==> src/rtl/cskip_pkg.sv <==
// Shared types and default sizing for the slice-serial carry-skip subtractor.
// Optional signed-overflow output is enabled by defining CSKIP_SUB_OVF_EN.
package cskip_pkg;

  localparam int unsigned CSKIP_WIDTH  = 32;
  localparam int unsigned CSKIP_BLOCK  = 4;
  localparam int unsigned CSKIP_NSLICE = CSKIP_WIDTH / CSKIP_BLOCK;
  localparam int unsigned CSKIP_CNT_W  = (CSKIP_NSLICE > 1) ? $clog2(CSKIP_NSLICE) : 1;

  typedef enum logic [1:0] {
    S_IDLE = 2'd0,
    S_RUN  = 2'd1,
    S_DONE = 2'd2
  } state_e;

  // Counter width for an arbitrary slice count; a single slice still needs one bit.
  function automatic int unsigned cnt_width(input int unsigned nslice);
    return (nslice > 1) ? $clog2(nslice) : 1;
  endfunction

endpackage

==> src/rtl/cskip_sub32_seq_if.sv <==
// Operand/result valid-ready bus of the slice-serial subtractor.
// The ovf signal exists only when CSKIP_SUB_OVF_EN is defined.
interface cskip_sub32_seq_if #(
  parameter int unsigned WIDTH = 32
);

  logic             in_valid;
  logic             in_ready;
  logic [WIDTH-1:0] a;
  logic [WIDTH-1:0] b;
  logic             out_valid;
  logic             out_ready;
  logic [WIDTH-1:0] diff;
  logic             borrow;
`ifdef CSKIP_SUB_OVF_EN
  logic             ovf;
`endif

  // Producer/consumer side
  modport master (
    output in_valid,
    output a,
    output b,
    output out_ready,
    input  in_ready,
    input  out_valid,
    input  diff,
`ifdef CSKIP_SUB_OVF_EN
    input  ovf,
`endif
    input  borrow
  );

  // Subtractor side
  modport slave (
    input  in_valid,
    input  a,
    input  b,
    input  out_ready,
    output in_ready,
    output out_valid,
    output diff,
`ifdef CSKIP_SUB_OVF_EN
    output ovf,
`endif
    output borrow
  );

endinterface

==> src/rtl/cskip_sub_slice.sv <==
// Combinational BLOCK-bit ripple adder slice with a propagate-AND carry-skip mux.
module cskip_sub_slice #(
  parameter int unsigned BLOCK = 4
) (
  input  logic [BLOCK-1:0] a_i,
  input  logic [BLOCK-1:0] nb_i,
  input  logic             c_i,
  output logic [BLOCK-1:0] sum_c,
  output logic             cout_c
);

  logic [BLOCK:0]   rc;
  logic [BLOCK-1:0] prop;

  // Ripple path; the skip mux bypasses it when every bit propagates
  always_comb begin
    rc    = '0;
    prop  = '0;
    sum_c = '0;
    rc[0] = c_i;
    for (int unsigned i = 0; i < BLOCK; i++) begin
      prop[i]  = a_i[i] ^ nb_i[i];
      sum_c[i] = prop[i] ^ rc[i];
      rc[i+1]  = (a_i[i] & nb_i[i]) | (prop[i] & rc[i]);
    end
    cout_c = (&prop) ? c_i : rc[BLOCK];
  end

endmodule

==> src/rtl/cskip_sub32_seq.sv <==
// Multi-cycle subtractor: diff = a - b computed one BLOCK-bit carry-skip slice per clock.
// Define CSKIP_SUB_OVF_EN to add the registered signed-overflow output ovf.
module cskip_sub32_seq
  import cskip_pkg::*;
#(
  parameter int unsigned WIDTH = CSKIP_WIDTH,
  parameter int unsigned BLOCK = CSKIP_BLOCK
) (
  input logic              clk,
  input logic              rst_n,
  cskip_sub32_seq_if.slave bus
);

  localparam int unsigned NSLICE = WIDTH / BLOCK;
  localparam int unsigned CNT_W  = cnt_width(NSLICE);
  localparam int unsigned LAST   = NSLICE - 1;

  state_e           state_q, state_d;
  logic [WIDTH-1:0] a_q, a_d;
  logic [WIDTH-1:0] nb_q, nb_d;
  logic             carry_q, carry_d;
  logic [CNT_W-1:0] cnt_q, cnt_d;
  logic [WIDTH-1:0] diff_q, diff_d;
  logic             borrow_q, borrow_d;
  logic             in_ready_q, in_ready_d;
  logic             out_valid_q, out_valid_d;
`ifdef CSKIP_SUB_OVF_EN
  logic             ovf_q, ovf_d;
`endif

  logic [BLOCK-1:0] a_sl_c;
  logic [BLOCK-1:0] nb_sl_c;
  logic [BLOCK-1:0] sum_sl_c;
  logic             cout_sl_c;
  logic             last_c;

  assign last_c = (cnt_q == CNT_W'(LAST));

  // Select the operand slice addressed by the slice counter
  always_comb begin
    a_sl_c  = '0;
    nb_sl_c = '0;
    for (int unsigned i = 0; i < NSLICE; i++) begin
      if (cnt_q == CNT_W'(i)) begin
        a_sl_c  = a_q[i*BLOCK +: BLOCK];
        nb_sl_c = nb_q[i*BLOCK +: BLOCK];
      end
    end
  end

  cskip_sub_slice #(
    .BLOCK (BLOCK)
  ) u_slice (
    .a_i    (a_sl_c),
    .nb_i   (nb_sl_c),
    .c_i    (carry_q),
    .sum_c  (sum_sl_c),
    .cout_c (cout_sl_c)
  );

  // State register
  always_ff @(posedge clk or negedge rst_n) begin
    if (!rst_n) begin
      state_q <= S_IDLE;
    end else begin
      state_q <= state_d;
    end
  end

  // Next-state logic
  always_comb begin
    state_d = state_q;
    unique case (state_q)
      S_IDLE: if (bus.in_valid) state_d = S_RUN;
      S_RUN:  if (last_c)       state_d = S_DONE;
      S_DONE: if (bus.out_ready) state_d = S_IDLE;
      default: state_d = S_IDLE;
    endcase
  end

  // Datapath and output next values
  always_comb begin
    a_d         = a_q;
    nb_d        = nb_q;
    carry_d     = carry_q;
    cnt_d       = cnt_q;
    diff_d      = diff_q;
    borrow_d    = borrow_q;
    in_ready_d  = in_ready_q;
    out_valid_d = out_valid_q;
`ifdef CSKIP_SUB_OVF_EN
    ovf_d       = ovf_q;
`endif
    unique case (state_q)
      S_IDLE: begin
        if (bus.in_valid) begin
          // a - b is formed as a + ~b + 1
          a_d        = bus.a;
          nb_d       = ~bus.b;
          carry_d    = 1'b1;
          cnt_d      = '0;
          in_ready_d = 1'b0;
        end
      end
      S_RUN: begin
        carry_d = cout_sl_c;
        for (int unsigned i = 0; i < NSLICE; i++) begin
          if (cnt_q == CNT_W'(i)) begin
            diff_d[i*BLOCK +: BLOCK] = sum_sl_c;
          end
        end
        if (last_c) begin
          cnt_d       = '0;
          borrow_d    = ~cout_sl_c;
          out_valid_d = 1'b1;
`ifdef CSKIP_SUB_OVF_EN
          // Operand signs differ (a msb equals ~b msb) and result sign differs from a
          ovf_d = (a_q[WIDTH-1] == nb_q[WIDTH-1]) && (sum_sl_c[BLOCK-1] != a_q[WIDTH-1]);
`endif
        end else begin
          cnt_d = cnt_q + CNT_W'(1);
        end
      end
      S_DONE: begin
        if (bus.out_ready) begin
          out_valid_d = 1'b0;
          in_ready_d  = 1'b1;
        end
      end
      default: begin
        in_ready_d  = 1'b1;
        out_valid_d = 1'b0;
      end
    endcase
  end

  // Datapath and output registers
  always_ff @(posedge clk or negedge rst_n) begin
    if (!rst_n) begin
      a_q         <= '0;
      nb_q        <= '0;
      carry_q     <= 1'b0;
      cnt_q       <= '0;
      diff_q      <= '0;
      borrow_q    <= 1'b0;
      in_ready_q  <= 1'b1;
      out_valid_q <= 1'b0;
`ifdef CSKIP_SUB_OVF_EN
      ovf_q       <= 1'b0;
`endif
    end else begin
      a_q         <= a_d;
      nb_q        <= nb_d;
      carry_q     <= carry_d;
      cnt_q       <= cnt_d;
      diff_q      <= diff_d;
      borrow_q    <= borrow_d;
      in_ready_q  <= in_ready_d;
      out_valid_q <= out_valid_d;
`ifdef CSKIP_SUB_OVF_EN
      ovf_q       <= ovf_d;
`endif
    end
  end

  assign bus.in_ready  = in_ready_q;
  assign bus.out_valid = out_valid_q;
  assign bus.diff      = diff_q;
  assign bus.borrow    = borrow_q;
`ifdef CSKIP_SUB_OVF_EN
  assign bus.ovf       = ovf_q;
`endif

endmodule

==> src/flat_wrapper.sv <==
// flat-port wrapper written by rule: the top's interface ports become plain ports
module cskip_sub32_seq_flat import cskip_pkg::*;
#(
  parameter int unsigned WIDTH = CSKIP_WIDTH,
  parameter int unsigned BLOCK = CSKIP_BLOCK
)
  (clk, rst_n, bus_in_valid, bus_a, bus_b, bus_out_ready, bus_in_ready, bus_out_valid, bus_diff, bus_borrow);
  cskip_sub32_seq_if #(.WIDTH(WIDTH)) bus_i ();
  input logic clk;
  input logic rst_n;
  input wire logic [$bits(bus_i.in_valid)-1:0] bus_in_valid;
  input wire logic [$bits(bus_i.a)-1:0] bus_a;
  input wire logic [$bits(bus_i.b)-1:0] bus_b;
  input wire logic [$bits(bus_i.out_ready)-1:0] bus_out_ready;
  output wire logic [$bits(bus_i.in_ready)-1:0] bus_in_ready;
  output wire logic [$bits(bus_i.out_valid)-1:0] bus_out_valid;
  output wire logic [$bits(bus_i.diff)-1:0] bus_diff;
  output wire logic [$bits(bus_i.borrow)-1:0] bus_borrow;
  assign bus_i.in_valid = bus_in_valid;
  assign bus_i.a = bus_a;
  assign bus_i.b = bus_b;
  assign bus_i.out_ready = bus_out_ready;
  assign bus_in_ready = bus_i.in_ready;
  assign bus_out_valid = bus_i.out_valid;
  assign bus_diff = bus_i.diff;
  assign bus_borrow = bus_i.borrow;
  cskip_sub32_seq #(.WIDTH(WIDTH), .BLOCK(BLOCK)) u_core (.clk(clk), .rst_n(rst_n), .bus(bus_i));
endmodule
==> config.mk <==
export PLATFORM = sky130hd
export DESIGN_NAME = cskip_sub32_seq_flat
export DESIGN_NICKNAME = d
export VERILOG_FILES = /design/src/rtl/cskip_pkg.sv /design/src/rtl/cskip_sub32_seq_if.sv /design/src/rtl/cskip_sub_slice.sv /design/src/rtl/cskip_sub32_seq.sv /design/src/flat_wrapper.sv
export SDC_FILE = /design/constraint.sdc
export NUM_CORES = 1
export LEC_CHECK = 0
export CORE_MARGIN = 2
export CORE_UTILIZATION = 40
export DETAILED_ROUTE_END_ITERATION = 8
export HOLD_SLACK_MARGIN = 0.12
export PLACE_DENSITY = 0.67
export SLEW_MARGIN = 15
export SYNTH_ARGS = -nofsm -noshare
export SYNTH_HDL_FRONTEND = slang
export SYNTH_SLANG_ARGS = --single-unit
==> constraint.sdc <==
create_clock -name clk -period 3.9 [get_ports clk]
set_input_delay 0.78 -clock clk [delete_from_list [all_inputs] [get_ports clk]]
set_output_delay 0.78 -clock clk [all_outputs]
set_load 0.02 [all_outputs]
# Word-level counts from Yosys, hierarchy flattened
# Index checks and enable logic that the tools add are counted.
# totals
ff_bits	105
inputBits	68
out_inout_bits	35
word_cells	102
# classes
n_addsub	1
n_eq_ne	12
muxes	32
bitwise_logic	24
reduce_logical	17
# ops
cell	n
two-way mux 4 bit	16
NOT 32 bit	1
AND reduction 2 bit	10
equality test 3 bit, second input constant	4
AND reduction 3 bit	3
AND 1 bit	8
bitwise XOR 1 bit	8
equality test 3 x 2 -> 1 bit, second input constant	2
two-way mux 1 bit	6
two-way mux 2 bit	3
two-way mux 3 bit	2
one-hot mux 1 bit (3 select lines)	2
one-hot mux 2 bit (3 select lines)	1
one-hot mux 3 bit (2 select lines)	1
inequality test 2 bit, second input constant	2
OR 1 bit	4
AND reduction 4 bit	1
adder 3 x 1 -> 3 bit, second input constant	1
equality test 3 x 1 -> 1 bit, second input constant	1
logical NOT 3 bit	1
NOT 1 bit	3
equality test 2 x 1 -> 1 bit, second input constant	1
equality test 2 bit, second input constant	1
logical NOT 2 bit	1
3 further kinds	3

# Logic depth before layout (Yosys ltp)
# depth
ltp_word	20
mapped_depth	18

# Modules after synthesis
# From an unflattened synthesis, not the netlist that was laid out.
# hier_totals
hier_cells	425
area_unflattened_um2	4932.2
# modules_own_cells
mod	instances	cells_each	area_each_um2
cskip_sub32_seq	1	406	4752.1
cskip_sub_slice	1	19	180.2

# Worst setup path before layout
# OpenSTA, ideal clock, no wires.
# synth_timing
kind	register to register
start	reg u_core.cnt_q[2]
end	reg u_core.diff_q[11] (netlist: u_core.bus.diff[11])
setup_time_ns	0.083
t_arrival_ns	3.583
slack_ns	0.234
path_stages_with_launch	16
n_path_buf	3
path_cell_list	dfrtp_1 -> buf_6 -> inv_2 -> buf_2 -> ha_1 -> buf_6 -> a22o_1 -> a31o_2 -> o22ai_1 -> a21oi_1 -> fa_1 -> fa_1 -> fa_1 -> inv_1 -> fa_1 -> o21ai_0
# synth_via
elab_chain_len	17
elab_cells_between_ends	39
# synth_rtl
element	line	rtl
start: declaration	cskip_sub32_seq.sv:22	logic [CNT_W-1:0] cnt_q, cnt_d;
start signal: assignment	cskip_sub32_seq.sv:155	cnt_q <= cnt_d;
logical NOT 3 bit	cskip_sub32_seq.sv:44	if (cnt_q == CNT_W'(i)) begin
two-way mux 4 bit (8 in a row)	cskip_sub32_seq.sv:44	
bitwise XOR 1 bit	cskip_sub_slice.sv:22	prop[i] = a_i[i] ^ nb_i[i];
AND 1 bit	cskip_sub_slice.sv:24	rc[i+1] = (a_i[i] & nb_i[i]) | (prop[i] & rc[i]);
OR 1 bit	cskip_sub_slice.sv:24	
AND 1 bit	cskip_sub_slice.sv:24	
OR 1 bit	cskip_sub_slice.sv:24	
AND 1 bit	cskip_sub_slice.sv:24	
OR 1 bit	cskip_sub_slice.sv:24	
bitwise XOR 1 bit	cskip_sub_slice.sv:23	sum_c[i] = prop[i] ^ rc[i];
end signal: assignment	cskip_sub32_seq.sv:156	diff_q <= diff_d;
end: declaration	cskip_sub32_seq.sv:23	logic [WIDTH-1:0] diff_q, diff_d;
# Parallel ways exist; a longest one is shown, timed or not.
# A chain may end at the register's enable or synchronous reset.

# Worst setup path in the final report
# layout_timing
start	reg u_core.cnt_q[0]
end	reg u_core.diff_q[19] (netlist: u_core.bus.diff[19])
# The elaborated chain is that of the path after synthesis.

==> impl_metrics.csv <==
group,metric,value,unit
yosys,syn_area,5070,um^2
grt,grt_overflow,0,
yosys,seq_area_frac_synth,51.8,%
die,start_util,40.5,%
status,status,"completed",
sta,setup_viol_count_final,0,
placement,gp_congestion,0.853,
placement,io_buffers,102,
cts,clock_latency,0.35,ns
yosys,synth_top_area_share,51.3,%
yosys,synth_nets,537,
route,dr.pass1.iters,4,
worst_setup_path,critPathLaunch,"u_core.cnt_q[0]",
die,row_count,41,
layout,final_common_cell,"dfrtp_1",
layout,area_delta_synth_final,30.6,%
worst_setup_path,startpoint_type,"register",
sta,clock_skew,0.00840,ns
layout,mostFrequentLayoutCells,"dfrtp_1 (103), clkdlybuf4s50_1 (101), nand2_1 (67)",
die,die_h,117,um
sta,setup_tns,0,ns
worst_setup_path,path_class,"register to register",
yosys,synth_area_leaders,"dfrtp_1 (51%), mux2_1 (7.5%), nand2_1 (5.0%), mux2_2 (4.4%), o21ai_1 (3.3%)",
grt,global_route.usage.total,18.6,%
yosys,avgSynthCellArea,11.2,um^2
cts,cts_buffers,9,
placement,hpwl,8.75,mm
route,wl,11.8,mm
sta,slew_viol_final,0,
pwr,total_power,6.50,mW
die,ios,103,
grt,first_global_vias,3844,
layout,drive_above_1_share,15.4,%
layout,diodes,0,
run,drv_cap,0,
cts,cts_max_path_buffers,2,
sta,hold_viol,0,
grt,grt_pass1_wl,19.1,mm
yosys,postSynth.asyncResetShare,100,%
sta,tightest_slew,0.782,ns
pwr,p_leak,2.84,nW
route,viasPerCell,5.03,
worst_setup_path,path_max_fanout,8,
die,die_x,117,um
sta,relSlewSlack,47.9,%
cts,cts_tree,"yes",
worst_setup_path,reg2reg_from,"u_core.cnt_q[0]",
route,drc,0,
layout,fin_nets,642,
worst_setup_path,arrival,3.97,ns
route,wl_per_cell,16.0,um
grt,grt_max_degree,87,
cts,cts_root_buf,"clkbuf_16",
worst_setup_path,r2r.worst_path.cells,12,
yosys,synth_largest_area_cell,"dfrtp_1",
yosys,synth-main-ff-cell,"dfrtp_1",
sta,post-route-period-util,94.8,%
pwr,vdd_drop_max,0.422,mV
sta,layout_min_cycle_time,3.70,ns
die,die_area,13600,um^2
sta,rsz0062_at_grt,"false",
cts,clkSinkCount,105,
route,drt-initial-drc-count,242,
yosys,synthCells,455,
grt,antenna_found_initial,0,
worst_setup_path,worstSetupEndpointType,"register",
hold_path,hold_class,"input port to asynchronous set/reset pin",
cts,ctsHoldBuffers,0,
route,antenna_left,0,
yosys,synthDistinctLibCells,46,
pwr,power_density,980,nW/um^2
yosys,ys_ff_latch,105,
cts,cts_max_level,3,
yosys,synth_edf_count,0,
cts,path_clk_slew,0.07,ns
yosys,yosysWarnings,0,
sta,timing.fmax,270,MHz
worst_setup_path,cp.required,4.17,ns
route,dr_total_vias,3700,
die,core-area,12500,um^2
registers in the layout, summed over array words and instances, names as in the netlist:
name and cells:
u_core.state_q 2, u_core.cnt_q 3, u_core.bus.in_ready 1, u_core.bus.diff 32
u_core.nb_q 32, u_core.carry_q 1, u_core.a_q 32, u_core.bus.out_valid 1
u_core.bus.borrow 1
synthesized netlist by cell type (4+ instances only):
master and number:
a21oi_1 17, a221oi_2 5, a31oi_1 7, a32oi_1 6, buf_2 9, buf_4 11, buf_6 4, dfrtp_1 104
fa_1 4, ha_1 10, inv_1 19, mux2_1 34, mux2_2 20, nand2_1 67, nand2_2 4, nor2_1 22
nor2_2 4, nor2b_1 7, o211ai_1 12, o21ai_0 20, o21ai_1 33
path summary, 6_finish.rpt:
path,endpoint,slack [ns]
min in group clk,u_core.bus.diff[23],0.49
max in group asynchronous,u_core.nb_q[30],2.64
worst min-delay path,u_core.a_q[0],0.48
worst max register to register,u_core.bus.diff[19],0.20
worst min register to register,u_core.bus.diff[23],0.49
worst max-delay path,u_core.bus.diff[19],0.20
metal layers:
layer  vias to the layer above  track usage [%]  wire, um
met1                      1798             23.5      5140
met2                        91             31.7      5910
li1                       1796                -         -
met4                         0             6.59       216
met3                        15             3.89       527
met5                         -                0         0
metrics by stage:
step / cells / worst slack, ns / util, % / hold WS [ns] / cell area (um^2)
4_1_cts: 736 / 0.121 / 52.8 / 0.492 / 6610
3_5_place_dp: 721 / 0.146 / 50.1 / 0.478 / 6270
3_3_place_gp: 721 / 0.259 / 50.1 / 0.472 / 6270
6_report: 736 / 0.201 / 52.9 / 0.476 / 6630
2_1_floorplan: 455 / 0.234 / - / 0.450 / 5070
5_1_grt: 736 / 0.00700 / 52.9 / 0.509 / 6630
final cells by class:
class                   instances  area, um^2
fillers                      1155        5890
clock buffers                  10         239
inverters                      21        78.8
well taps                     172         215
repair buffers                122        1180
flip-flops and latches        105        2630
multi-input cells             301        2170
clock inverters                 5         104
cell families after synthesis:
family	Yosys count	synth area share, %
and+or+nand+nor	117	11.4
DFF	105	51.8
buffers and inverters	49	5.57
muxes	58	13.1
AOI/OAI and AO/OA	112	14.1
adders and majority gates	14	4.04
power breakdown:
group | switching [mW] | internal, mW | total, mW
registers | 0.337 | 1.64 | 1.98
clock network | 0.392 | 0.641 | 1.03
logic | 1.94 | 1.55 | 3.49
total | 2.67 | 3.83 | 6.50
timing repair:
action                     4_1_cts  5_1_grt
buffers inserted                 0        0
hold endpoints to repair         0        0
setup endpoints to repair        0        8
gates resized for setup          0        9
critical path, cell delays in order, from the launching register on:
cell and delay [ns]:
dfrtp_2 0.43, ha_1 0.23, ha_1 0.24, a22o_1 0.21, a31o_2 0.20, o22ai_1 0.18
a21oi_1 0.14, fa_1 0.44, fa_1 0.40, fa_1 0.38, inv_1 0.08, fa_2 0.50
o21ai_0 0.18
(Power assumes the default switching activity.)
